### config.mk
export PLATFORM = sky130hd
export DESIGN_NAME = vga_pixel_feeder_flat
export DESIGN_NICKNAME = d
export VERILOG_FILES = /design/src/rtl/vga_pixel_feeder_if.sv /design/src/rtl/vga_pixel_feeder.sv /design/src/flat_wrapper.sv
export SDC_FILE = /design/constraint.sdc
export NUM_CORES = 1
export LEC_CHECK = 0
export BUFFER_PORTS_ARGS = -buffer_cell sky130_fd_sc_hd__buf_4
export CAP_MARGIN = 10
export CORE_MARGIN = 1.5
export CORE_UTILIZATION = 45
export CTS_CLUSTER_DIAMETER = 150
export DETAILED_ROUTE_END_ITERATION = 8
export GPL_TIMING_DRIVEN = 0
export PLACE_DENSITY = 0.71
export SLEW_MARGIN = 40
export SYNTH_ARGS = -nofsm -noshare
export SYNTH_HDL_FRONTEND = slang
export SYNTH_SLANG_ARGS = --single-unit
export TNS_END_PERCENT = 30
### constraint.sdc
create_clock -name clk_50 -period 2.2 [get_ports clk_50]
set_input_delay 0.44 -clock clk_50 [delete_from_list [all_inputs] [get_ports clk_50]]
set_output_delay 0.44 -clock clk_50 [all_outputs]
set_load 0.02 [all_outputs]
### src/rtl/vga_pixel_feeder_if.sv
// Handshake and image-port bundle between pixel requesters, the feeder and the pixmap image block.
// The master modport is the requester / software side, and the slave modport is the feeder.
interface vga_pixel_feeder_if;
  logic        a_valid;
  logic [11:0] a_rgb;
  logic        a_ready;
  logic        b_valid;
  logic [11:0] b_rgb;
  logic        b_ready;
  logic        clear_req;
  logic        add_input;
  logic [11:0] rgb_code;
  logic        img_reset;
  logic [10:0] cursor;
  logic        frame_done;
  logic        busy;

  modport master (
    output a_valid, a_rgb, b_valid, b_rgb, clear_req,
    input  a_ready, b_ready, add_input, rgb_code, img_reset, cursor, frame_done, busy
  );

  modport slave (
    input  a_valid, a_rgb, b_valid, b_rgb, clear_req,
    output a_ready, b_ready, add_input, rgb_code, img_reset, cursor, frame_done, busy
  );
endinterface

### src/rtl/vga_pixel_feeder.sv
// Round-robin write-side controller for the 40x30 pixmap image block.
// It serialises the pixel writes, sequences frame clears and tracks the write cursor.
module vga_pixel_feeder #(
  parameter int PW         = 40,
  parameter int PH         = 30,
  parameter int HOLD       = 2,
  parameter int GAP        = 1,
  parameter int CLR_CYCLES = 2
) (
  input  logic               clk_50,
  input  logic               reset,
  vga_pixel_feeder_if.slave  bus
);

  typedef enum logic [1:0] {
    ST_IDLE  = 2'd0,
    ST_WRITE = 2'd1,
    ST_GAP   = 2'd2,
    ST_CLEAR = 2'd3
  } state_t;

  localparam logic [10:0] CELLS      = 11'(PW * PH);
  localparam logic [7:0]  HOLD_LAST  = 8'(HOLD - 1);
  localparam logic [7:0]  GAP_LAST   = 8'(GAP - 1);
  localparam logic [7:0]  CLR_LAST   = 8'(CLR_CYCLES - 1);

  state_t      state_q, state_d;
  logic [7:0]  cnt_q, cnt_d;
  logic [11:0] rgb_q, rgb_d;
  logic [10:0] cursor_q, cursor_d;
  logic        last_b_q, last_b_d;
  logic        clear_pend_q, clear_pend_d;
  logic        add_q, add_d;
  logic        img_rst_q, img_rst_d;
  logic        fdone_q, fdone_d;
  logic        busy_q, busy_d;

  logic        clear_any;
  logic        grant_a;
  logic        grant_b;
  logic        idle_free;
  logic [10:0] cursor_inc;

  // A same-cycle clear_req already counts as pending, so a clear wins over a pixel offered in that cycle.
  always_comb begin
    clear_any    = clear_pend_q | bus.clear_req;
    grant_a      = bus.a_valid & (~bus.b_valid | last_b_q);
    grant_b      = bus.b_valid & (~bus.a_valid | ~last_b_q);
    idle_free    = (state_q == ST_IDLE) & ~clear_any & ~reset;
    cursor_inc   = cursor_q + 11'd1;
    state_d      = state_q;
    cnt_d        = cnt_q;
    rgb_d        = rgb_q;
    cursor_d     = cursor_q;
    last_b_d     = last_b_q;
    fdone_d      = 1'b0;
    clear_pend_d = clear_pend_q | bus.clear_req;
    case (state_q)
      ST_IDLE: begin
        if (clear_any) begin
          state_d      = ST_CLEAR;
          cnt_d        = 8'd0;
          cursor_d     = 11'd0;
          clear_pend_d = 1'b0;
        end else if (grant_a) begin
          state_d  = ST_WRITE;
          cnt_d    = 8'd0;
          rgb_d    = bus.a_rgb;
          last_b_d = 1'b0;
        end else if (grant_b) begin
          state_d  = ST_WRITE;
          cnt_d    = 8'd0;
          rgb_d    = bus.b_rgb;
          last_b_d = 1'b1;
        end else begin
          state_d = ST_IDLE;
        end
      end
      ST_WRITE: begin
        if (cnt_q == HOLD_LAST) begin
          state_d = ST_GAP;
          cnt_d   = 8'd0;
          if (cursor_inc == CELLS) begin
            cursor_d = 11'd0;
            fdone_d  = 1'b1;
          end else begin
            cursor_d = cursor_inc;
          end
        end else begin
          cnt_d = cnt_q + 8'd1;
        end
      end
      ST_GAP: begin
        if (cnt_q == GAP_LAST) begin
          state_d = ST_IDLE;
          cnt_d   = 8'd0;
        end else begin
          cnt_d = cnt_q + 8'd1;
        end
      end
      ST_CLEAR: begin
        cursor_d = 11'd0;
        if (cnt_q == CLR_LAST) begin
          state_d = ST_IDLE;
          cnt_d   = 8'd0;
        end else begin
          cnt_d = cnt_q + 8'd1;
        end
      end
      default: begin
        state_d = ST_IDLE;
        cnt_d   = 8'd0;
      end
    endcase
    add_d     = (state_d == ST_WRITE);
    img_rst_d = (state_d == ST_CLEAR);
    busy_d    = (state_d != ST_IDLE) | clear_pend_d;
  end

  // State and registered image-port outputs.
  always_ff @(posedge clk_50) begin
    if (reset) begin
      state_q      <= ST_IDLE;
      cnt_q        <= 8'd0;
      rgb_q        <= 12'd0;
      cursor_q     <= 11'd0;
      last_b_q     <= 1'b1;
      clear_pend_q <= 1'b0;
      add_q        <= 1'b0;
      img_rst_q    <= 1'b0;
      fdone_q      <= 1'b0;
      busy_q       <= 1'b0;
    end else begin
      state_q      <= state_d;
      cnt_q        <= cnt_d;
      rgb_q        <= rgb_d;
      cursor_q     <= cursor_d;
      last_b_q     <= last_b_d;
      clear_pend_q <= clear_pend_d;
      add_q        <= add_d;
      img_rst_q    <= img_rst_d;
      fdone_q      <= fdone_d;
      busy_q       <= busy_d;
    end
  end

  assign bus.a_ready    = idle_free & grant_a;
  assign bus.b_ready    = idle_free & grant_b;
  assign bus.add_input  = add_q;
  assign bus.rgb_code   = rgb_q;
  assign bus.img_reset  = img_rst_q;
  assign bus.cursor     = cursor_q;
  assign bus.frame_done = fdone_q;
  assign bus.busy       = busy_q;

endmodule

### src/flat_wrapper.sv
// flat-port wrapper written by rule: the top's interface ports become plain ports
module vga_pixel_feeder_flat 
#(
  parameter int PW         = 40,
  parameter int PH         = 30,
  parameter int HOLD       = 2,
  parameter int GAP        = 1,
  parameter int CLR_CYCLES = 2
)
  (clk_50, reset, bus_a_valid, bus_a_rgb, bus_b_valid, bus_b_rgb, bus_clear_req, bus_a_ready, bus_b_ready, bus_add_input, bus_rgb_code, bus_img_reset, bus_cursor, bus_frame_done, bus_busy);
  vga_pixel_feeder_if bus_i ();
  input  logic clk_50;
  input  logic reset;
  input wire logic [$bits(bus_i.a_valid)-1:0] bus_a_valid;
  input wire logic [$bits(bus_i.a_rgb)-1:0] bus_a_rgb;
  input wire logic [$bits(bus_i.b_valid)-1:0] bus_b_valid;
  input wire logic [$bits(bus_i.b_rgb)-1:0] bus_b_rgb;
  input wire logic [$bits(bus_i.clear_req)-1:0] bus_clear_req;
  output wire logic [$bits(bus_i.a_ready)-1:0] bus_a_ready;
  output wire logic [$bits(bus_i.b_ready)-1:0] bus_b_ready;
  output wire logic [$bits(bus_i.add_input)-1:0] bus_add_input;
  output wire logic [$bits(bus_i.rgb_code)-1:0] bus_rgb_code;
  output wire logic [$bits(bus_i.img_reset)-1:0] bus_img_reset;
  output wire logic [$bits(bus_i.cursor)-1:0] bus_cursor;
  output wire logic [$bits(bus_i.frame_done)-1:0] bus_frame_done;
  output wire logic [$bits(bus_i.busy)-1:0] bus_busy;
  assign bus_i.a_valid = bus_a_valid;
  assign bus_i.a_rgb = bus_a_rgb;
  assign bus_i.b_valid = bus_b_valid;
  assign bus_i.b_rgb = bus_b_rgb;
  assign bus_i.clear_req = bus_clear_req;
  assign bus_a_ready = bus_i.a_ready;
  assign bus_b_ready = bus_i.b_ready;
  assign bus_add_input = bus_i.add_input;
  assign bus_rgb_code = bus_i.rgb_code;
  assign bus_img_reset = bus_i.img_reset;
  assign bus_cursor = bus_i.cursor;
  assign bus_frame_done = bus_i.frame_done;
  assign bus_busy = bus_i.busy;
  vga_pixel_feeder #(.PW(PW), .PH(PH), .HOLD(HOLD), .GAP(GAP), .CLR_CYCLES(CLR_CYCLES)) u_core (.clk_50(clk_50), .reset(reset), .bus(bus_i));
endmodule
Word level (Yosys, flattened, before mapping). Index checks and enable logic that the tools add are counted.

$add $sub $neg: 2. Equal/unequal tests: 10. Mux-type cells: 23. Bitwise gates (word level): 17. Reductions and logical operators: 9.

Operators with widths (number): 8-bit two-way mux (5); 11-bit two-way mux (3); 11-bit one-hot mux with 3 select lines (1); 12-bit two-way mux (2); 8-bit one-hot mux with 3 select lines (1); 11-bit by 1-bit adder with 11-bit output (second input constant) (1); 11-bit == test (second input constant) (1); 2-bit two-way mux (5); 8-bit by 1-bit adder with 8-bit output (second input constant) (1); 8-bit by 1-bit == test with 1-bit output (second input constant) (1); 8-bit zero test (1); 2-bit one-hot mux with 4 select lines (1); 1-bit inverter (7); 1-bit AND (6); 2-bit == test (second input constant) (3); 3-bit AND reduction (2); 1-bit two-way mux (5); 2-bit by 1-bit == test with 1-bit output (second input constant) (2); 2-bit by 1-bit inequality test with 1-bit output (second input constant) (2); 4-bit by 1-bit inequality test with 1-bit output (second input constant) (1); 1-bit OR (4); 2-bit nonzero test (2); 3-bit nonzero test (1); 3-bit OR reduction (1); other kinds (2) (2).

Register bits: 39. Input port bits: 29. Output and inout port bits: 29.

Longest topological paths before layout. Gate-level depths: netlist of run 1.

Depth after elaboration: 9. Gate-level depth with buffers: 8. Depth with buffers taken out: 7.

Worst setup path after synthesis of run 1. OpenSTA, ideal clock, no wires.

Path kind: input to output. Start point: in bus_clear_req. End point: out bus_b_ready. Arrival time: 1.852 ns. Setup slack: -0.092 ns. Cell stages on the path: 3. Buffers on the path: 0. Cell sequence: nor2_1 -> nand2_1 -> a2111oi_0.

Longest elaborated chain between the ends: 5.

Ends and longest elaborated chain: from (decl) (line flat_wrapper.sv:18) `input wire logic [$bits(bus_i.clear_req)-1:0] bus_clear_req;`; 1-bit OR (line vga_pixel_feeder.sv:46) `clear_any = clear_pend_q | bus.clear_req;`; 1-bit inverter (no line); 1-bit AND (2 in a row) (line vga_pixel_feeder.sv:49) `idle_free = (state_q == ST_IDLE) & ~clear_any & ~reset;`; 1-bit AND (line vga_pixel_feeder.sv:148) `assign bus.b_ready = idle_free & grant_b;`; to (decl) (line flat_wrapper.sv:20) `output wire logic [$bits(bus_i.b_ready)-1:0] bus_b_ready;`.

Every way passes these cells.

Worst setup path in the final report of run 1.
Start point: reg u_core.cursor_q[4] (netlist: u_core.bus.cursor[4]). End point: reg u_core.cursor_q[10] (netlist: u_core.bus.cursor[10]).

Longest elaborated chain between the ends: 5.

Ends and longest elaborated chain: from (decl) (line vga_pixel_feeder.sv:30) `logic [10:0] cursor_q, cursor_d;`; from (signal assigned) (line vga_pixel_feeder.sv:137) `cursor_q <= cursor_d;`; 11-bit by 1-bit adder with 11-bit output * (line vga_pixel_feeder.sv:50) `cursor_inc = cursor_q + 11'd1;`; 11-bit == test (line vga_pixel_feeder.sv:83) `if (cursor_inc == CELLS) begin`; 11-bit two-way mux * (line vga_pixel_feeder.sv:83); 11-bit two-way mux * (line vga_pixel_feeder.sv:80) `if (cnt_q == HOLD_LAST) begin`; 11-bit one-hot mux with 3 select lines * (line vga_pixel_feeder.sv:58) `case (state_q)`.

Every way passes the cells marked *; elsewhere a longest branch is shown, timed or not. The select of a mux whose other input is x is not followed. A chain may end at the register's enable or synchronous reset.

==> summary.txt, run 1 <==
Drt
  – Antenna Violating Nets Remaining: 0
  – Wirelength per Cell: 13.4 um
  – Detailed Routing Iterations Pass 1: 4
  – Final wirelength: 4670 um
  – Initial DRC Count: 204
  – Via-per-instance ratio: 5.61
  – Remaining DRCs: 0
  – Vias post-DR: 1959

Cells and area
  – Most common cell after layout, fill and taps aside: buf_4
  – Layout cells sized above 1: 28.4%
  – Most frequent cells in the layout: buf_4, dfxtp_1, nor2_1
  – Layout area overhead: 33.4%
  – N_diodes: 0
  – Nets: 331

STA
  – Final min period: 2.07 ns
  – Headroom to the max-slew limit: about 65%
  – Count of final setup violators: 0
  – Final setup margin: 0.134 ns
  – FMAX: 0.484 GHz
  – Fin. max-slew vios: 0
  – Least-Margin Pin Slew: roughly 0.53 ns
  – Hold Vio Cnt, Final: 0
  – Period utilization: 93.9%
  – Skew final: 0.00884 ns
  – Setup_tns: 0 ns

Clock network
  – Worst-Skew Late Latency: 0.30 ns
  – Clock Pin Slew Worst Setup and Hold Paths: 0.08 ns
  – CTS Buf Count: 5
  – Clk sink count: 39
  – CTS tree: built
  – Root Driver: clkbuf_8
  – Cts hold-fix bufs: 0
  – Clk buf depth: 2
  – H-tree depth: 2

Pwr
  – Pwr dens: 732 nW/um^2
  – Leakage: approximately 1.1 nW
  – VDD IR max: 0.332 mV

Critical path
  – CP Launch Type: flop
  – Worst-path cell chain: nand4_1, or4_1, nand3_1, o221ai_4, a32oi_1, o21ai_0
  – Worst setup EP type: flop
  – Crit-path max cell delay: 0.55 ns
  – Critical Path RT: 2.37 ns
  – CP max stage cell: or4_1
  – Crit path kind: reg2reg
  – Crit Path Max Fanout: 10
  – Arr. time, crit path: 2.23 ns

Synth
  – Sequential share of the synthesized area: 39.7%
  – Syn avg cell area: approximately 8.4 um^2
  – Synthesized flop and latch total: 39
  – Post-synthesis mux area share: 7.12%
  – Main synth FF type: dfxtp_1
  – Syn nets: 266
  – FFs w/ async S/R, synth: 0%
  – Synth Area in Simple Gates: 25.2%
  – Largest family of logic cells by synthesized area: simple AND/OR/NAND/NOR gates
  – Mapped cell area: 1970 um^2
  – Synth Area in Adders: 2.54%
  – Compound-cell area share of the yosys netlist: 21.2%
  – Post-synthesis xor/xnor area fraction: 0.445%
  – Number of synthesized flops with an enable pin: 0
  – Cell variety after synth: 44
  – Cell count after synthesis: 233
  – Syn. warnings: 0

Global route
  – First-pass GRT wire length: 7620 um
  – Grt ovf: 0
  – Total track usage: about a fifth
  – Number of global-route vias before repair: 1742
  – Antenna violations before repair: 0
  – Largest net degree at the start of global routing: 13

Placement
  – PortBufs: 57
  – DP HPWL: 3260 um
  – GP Congestion: around 0.83
  – Worst slack, placed: 0.0559 ns

Die
  – Core area: 4120 um^2
  – Die width: 69.1 um
  – Initial Util: 47.8%
  – Die height: 69.1 um
  – Ports: 58
  – # rows: 23
  – DIE AREA: 4780 um^2

Status
  – Outcome: finished clean

Flow run
  – Max-Cap Viols: 0

Worst hold path
  – Hold Path Class: in2reg
==> where the power goes <==
| part | internal (mW) | switching, mW | total, mW | leakage, nW |
|---|---|---|---|---|
| sequential | 0.765 | 0.0416 | 0.807 | 0.318 |
| clock | 0.367 | 0.258 | 0.625 | 0.0612 |
| combinational | 0.208 | 0.283 | 0.491 | 0.698 |
| total | 1.34 | 0.582 | 1.92 | 1.08 |
==> kinds of logic (layout without fill, tap and decap cells) <==
family / Yosys count / count (layout)
and+or+nand+nor: 97 / 97
AOI/OAI and AO/OA: 61 / 61
DFF: 39 / 39
buffers and inverters: 17 / 83
muxes: 14 / 14
adders and majority gates: 4 / 4
xor gates and xnor gates: 1 / 1
==> Yosys cell counts, types with 2 or more instances <==
cell type	number	share of area [%]
inv_1	6	1.1
o211ai_1	2	0.76
o21ai_0	7	1.8
nand3b_1	5	1.9
nand2_1	16	3.1
clkbuf_1	7	1.3
a21oi_1	14	3.6
dfxtp_1	39	40
and3_1	5	1.6
nor2_1	30	5.7
nand3_1	12	3.1
mux2i_1	14	7.1
or2_2	3	0.95
a211oi_1	14	5.3
a311oi_1	6	2.7
a32oi_1	2	0.89
o21a_1	2	0.76
nand4_1	2	0.64
nand4b_1	2	0.89
a41oi_1	2	0.89
or3_1	3	0.95
buf_2	2	0.51
ha_1	4	2.5
nor3_1	10	2.5
a31oi_1	5	1.6
==> sequential cells by signal, indices dropped and copies added (netlist names) <==
signal / flops
u_core.cnt_q: 8
u_core.bus.frame_done: 1
u_core.bus.add_input: 1
u_core.state_q: 2
u_core.bus.img_reset: 1
u_core.bus.rgb_code: 12
u_core.clear_pend_q: 1
u_core.last_b_q: 1
u_core.bus.busy: 1
u_core.bus.cursor: 11
==> layer usage <==
| metal | track usage (%) | share of wire [%] | vias to the layer above |
|---|---|---|---|
| li1 | - | - | 1001 |
| met1 | 23.7 | 44 | 873 |
| met2 | 31.2 | 45 | 77 |
| met3 | 7.16 | 8.7 | 8 |
| met4 | 5.88 | 1.7 | 0 |
| met5 | 0 | 0 | - |
==> final cells by class <==
cell class              count  area (um^2)
plain buffers              10         48.8
clock buffers               6         82.6
clock inverters             2         35.0
fillers                   361         1490
inverters                   6         22.5
multi-input cells         177         1150
flip-flops and latches     39          782
well taps                  50         62.6
repair buffers             59          443
==> final timing paths <==
| path | start | endpoint | slack, ns | cells after the start |
|---|---|---|---|---|
| worst max-delay path | u_core.bus.cursor[4]$_SDFFE_PP0P_ | u_core.bus.cursor[10]$_SDFFE_PP0P_ | 0.13 | 6 |
| worst min register to register | u_core.bus.rgb_code[9]$_SDFFE_PP0P_ | u_core.bus.rgb_code[9]$_SDFFE_PP0P_ | 0.50 | 2 |
| worst min-delay path | reset | u_core.bus.cursor[7]$_SDFFE_PP0P_ | 0.48 | 4 |
| worst max register to register | u_core.bus.cursor[4]$_SDFFE_PP0P_ | u_core.bus.cursor[10]$_SDFFE_PP0P_ | 0.13 | 6 |
==> stage by stage <==
stage          cells  hold WS [ns]  cell area, um^2  power, mW  utilization [%]
4_1_cts          348         0.458             2580       1.93             62.6
6_report         349         0.476             2630       1.92             63.8
3_5_place_dp     340         0.493             2460       1.30             59.8
2_1_floorplan    233         0.452             1970       1.13                -
3_3_place_gp     340         0.469             2460       1.30             59.8
5_1_grt          349         0.479             2630       2.02             63.8
==> critical path: cells and delay by family (launching register included) <==
family,cells,cell delay [ns]
flops,1,0.42
simple gates,3,0.93
compound gates,3,0.57
==> repair_timing <==
action	CTS	global route
setup buffers	0	2
resized for setup	0	8
endpoints found under the setup margin	0	12
endpoints found under the hold margin	0	0
Note: power is estimated with default switching activity, not from simulation.
==> run 2, diff against run 1 <==
- CELL_PAD_IN_SITES_DETAIL_PLACEMENT: not set -> 0
- CELL_PAD_IN_SITES_GLOBAL_PLACEMENT: not set -> 1
- CORE_UTILIZATION: 45 -> 37
- CTS_CLUSTER_DIAMETER: 150 -> 50
- PLACE_DENSITY: 0.71 -> not set
- PLACE_DENSITY_LB_ADDON: not set -> 0.1
==> summary.txt, run 2 (synthesized netlist as in run 1, its figures left out) <==
Status
  – Outcome: finished clean

Critical path
  – Crit path kind: reg2out
  – Crit Path Max Fanout: 10 (unchanged)
  – Crit path from: u_core.last_b_q$_SDFFE_PP1P_
  – Arr. time, crit path: 1.66 ns (-0.57 ns)
  – RR Startpoint: u_core.bus.cursor[3]$_SDFFE_PP0P_
  – R2R Path End: u_core.bus.cursor[10]$_SDFFE_PP0P_
  – Worst setup EP type: output port
  – Critical Path RT: 1.76 ns (-0.61 ns)
  – CP Launch Type: flop
  – Worst reg2reg path depth: 7 (+1)
  – Worst setup path end: bus_a_ready
  – Reg2reg setup slack: 0.14 ns (about the same)

Cells and area
  – Storage cell area: 781 um^2 (-0.16%)
  – Nets: 332 (+0.30%)
  – Area of the multi-input gates: 1130 um^2 (-1.4%)
  – Layout area overhead: 33.4% (about the same)
  – Layout cells sized above 1: 28.0% (-0.43 points)
  – Post-layout util: 51.4% (-12 points)
  – Most frequent cells in the layout: buf_4, dfxtp_1, nor2_1
  – N_diodes: 0 (unchanged)
  – Most common cell after layout, fill and taps aside: buf_4
  – Max reg flops: 12 (unchanged)
  – Final Cell Area: 2630 um^2 (about the same)
  – Finished Layout Cells: 370 (+6.0%)
  – Filler cell count: 537 (+49%)

Global route
  – Grt ovf: 0 (unchanged)
  – Total track usage: 17.3% (-1.9 points)
  – First-pass GRT wire length: 8180 um (+7.2%)
  – Antenna violations before repair: 0 (unchanged)
  – Routing usage on met1: 22.1% (-1.6 points)
  – Grt met2 use: 28.6% (-2.6 points)
  – Grt met3 use: 3.61% (-3.5 points)
  – Largest net degree at the start of global routing: 13 (unchanged)
  – Most used routing layer: met2
  – Number of global-route vias before repair: 1737 (-0.29%)

Pwr
  – Leakage: 1.05 nW (-2.2%)
  – Pwr dens: 702 nW/um^2 (-4.0%)
  – VDD IR max: 0.399 mV (+20%)
  – Total power: 1.84 mW (-4.1%)

Drt
  – Antenna Violating Nets Remaining: 0 (unchanged)
  – Via-per-instance ratio: 5.28 (-5.9%)
  – Remaining DRCs: 0 (unchanged)
  – Vias post-DR: 1955 (-0.20%)
  – Initial DRC Count: 42 (-79%)
  – Detailed Routing Iterations Pass 1: 4 (unchanged)
  – Wirelength per Cell: 13.2 um (-1.6%)
  – Final wirelength: 4870 um (+4.3%)

Placement
  – Post-Place Cell Area: 2480 um^2 (+1.0%)
  – GP Congestion: 0.818 (-1.4%)
  – DP HPWL: 3550 um (+8.9%)
  – Placed cell count: 360 (+5.9%)
  – Worst slack, placed: 0.00408 ns (-0.0518 ns)
  – PortBufs: 57 (unchanged)

STA
  – Least-Margin Pin Slew: 0.529 ns (+0.00211 ns)
  – Skew final: 0.00468 ns (-0.00416 ns)
  – FMAX: 0.476 GHz (-1.6%)
  – WHS: 0.474 ns (-0.00183 ns)
  – Final min period: 2.10 ns (+0.0327 ns)
  – Unrepaired setup endpoints after global routing: yes
  – Hold Vio Cnt, Final: 0 (unchanged)
  – Final setup margin: 0.101 ns (-0.0327 ns)
  – Count of final setup violators: 0 (unchanged)
  – Headroom to the max-slew limit: 64.5% (-0.14 points)
  – Fin. max-slew vios: 0 (unchanged)
  – Setup_tns: 0 ns (unchanged)
  – Period utilization: 95.4% (+1.5 points)

Clock network
  – Clk buf depth: 2 (unchanged)
  – CTS tree: built
  – CTS Buf Count: 5 (unchanged)
  – Worst-Skew Late Latency: 0.29 ns (about the same)
  – Clock Pin Slew Worst Setup and Hold Paths: 0.08 ns (about the same)
  – Clk sink count: 39 (unchanged)
  – Root Driver: clkbuf_8
  – H-tree depth: 2 (unchanged)
  – Cts hold-fix bufs: 0 (unchanged)

Worst hold path
  – WHS Path Cells: 4 (unchanged)
  – Hold Path Class: in2reg

Die
  – # rows: 26 (+13%)
  – Die height: 75.9 um (+9.8%)
  – Die width: 75.9 um (+9.8%)
  – Initial Util: 38.5% (-9.3 points)
  – Core area: 5110 um^2 (+24%)
  – DIE AREA: 5770 um^2 (+21%)
  – Ports: 58 (unchanged)

Flow run
  – Max-Cap Viols: 0 (unchanged)
==> run 2: cell type report <==
class,instances,area share (%)
Multi-Input combinational cell,177,43.2
Sequential cell,39,29.7
Timing Repair Buffer,59,16.9
Clock buffer,7,3.67
Tap cell,70,3.34
Buffer,11,2.05
Inverter,6,0.858
Clock inverter,1,0.286
==> run 2: power by group <==
group / internal (mW) / switching [mW]
combinational: 0.208 / 0.289
clock: 0.285 / 0.258
sequential: 0.765 / 0.0386
==> run 2: worst min path at each step <==
stage,from,endpoint
6_report,reset,u_core.bus.cursor[7]$_SDFFE_PP0P_
3_5_place_dp,u_core.cnt_q[7]$_SDFFE_PP0P_,u_core.cnt_q[7]$_SDFFE_PP0P_
5_1_grt,bus_a_rgb[3],u_core.bus.rgb_code[3]$_SDFFE_PP0P_
4_1_cts,reset,u_core.bus.cursor[7]$_SDFFE_PP0P_
2_1_floorplan,u_core.cnt_q[7]$_SDFFE_PP0P_,u_core.cnt_q[7]$_SDFFE_PP0P_
3_3_place_gp,u_core.cnt_q[7]$_SDFFE_PP0P_,u_core.cnt_q[7]$_SDFFE_PP0P_
==> run 2: worst max-delay path, cell delays in order, from the launching register on <==
cell and delay [ns]:
dfxtp_1 0.34, o21ai_1 0.39, buf_2 0.37, nor3_1 0.09, buf_4 0.17
==> run 2: layer usage <==
layer	share of wire, %	up-vias
met1	46	911
met5	0	-
li1	-	1001
met3	3.9	5
met2	49	38
met4	1.0	0
==> run 2: what timing repair did <==
item / 4_1_cts / 5_1_grt
setup endpoints to repair: 0 / 18
buffers inserted: 0 / 2
gates resized for setup: 0 / 7
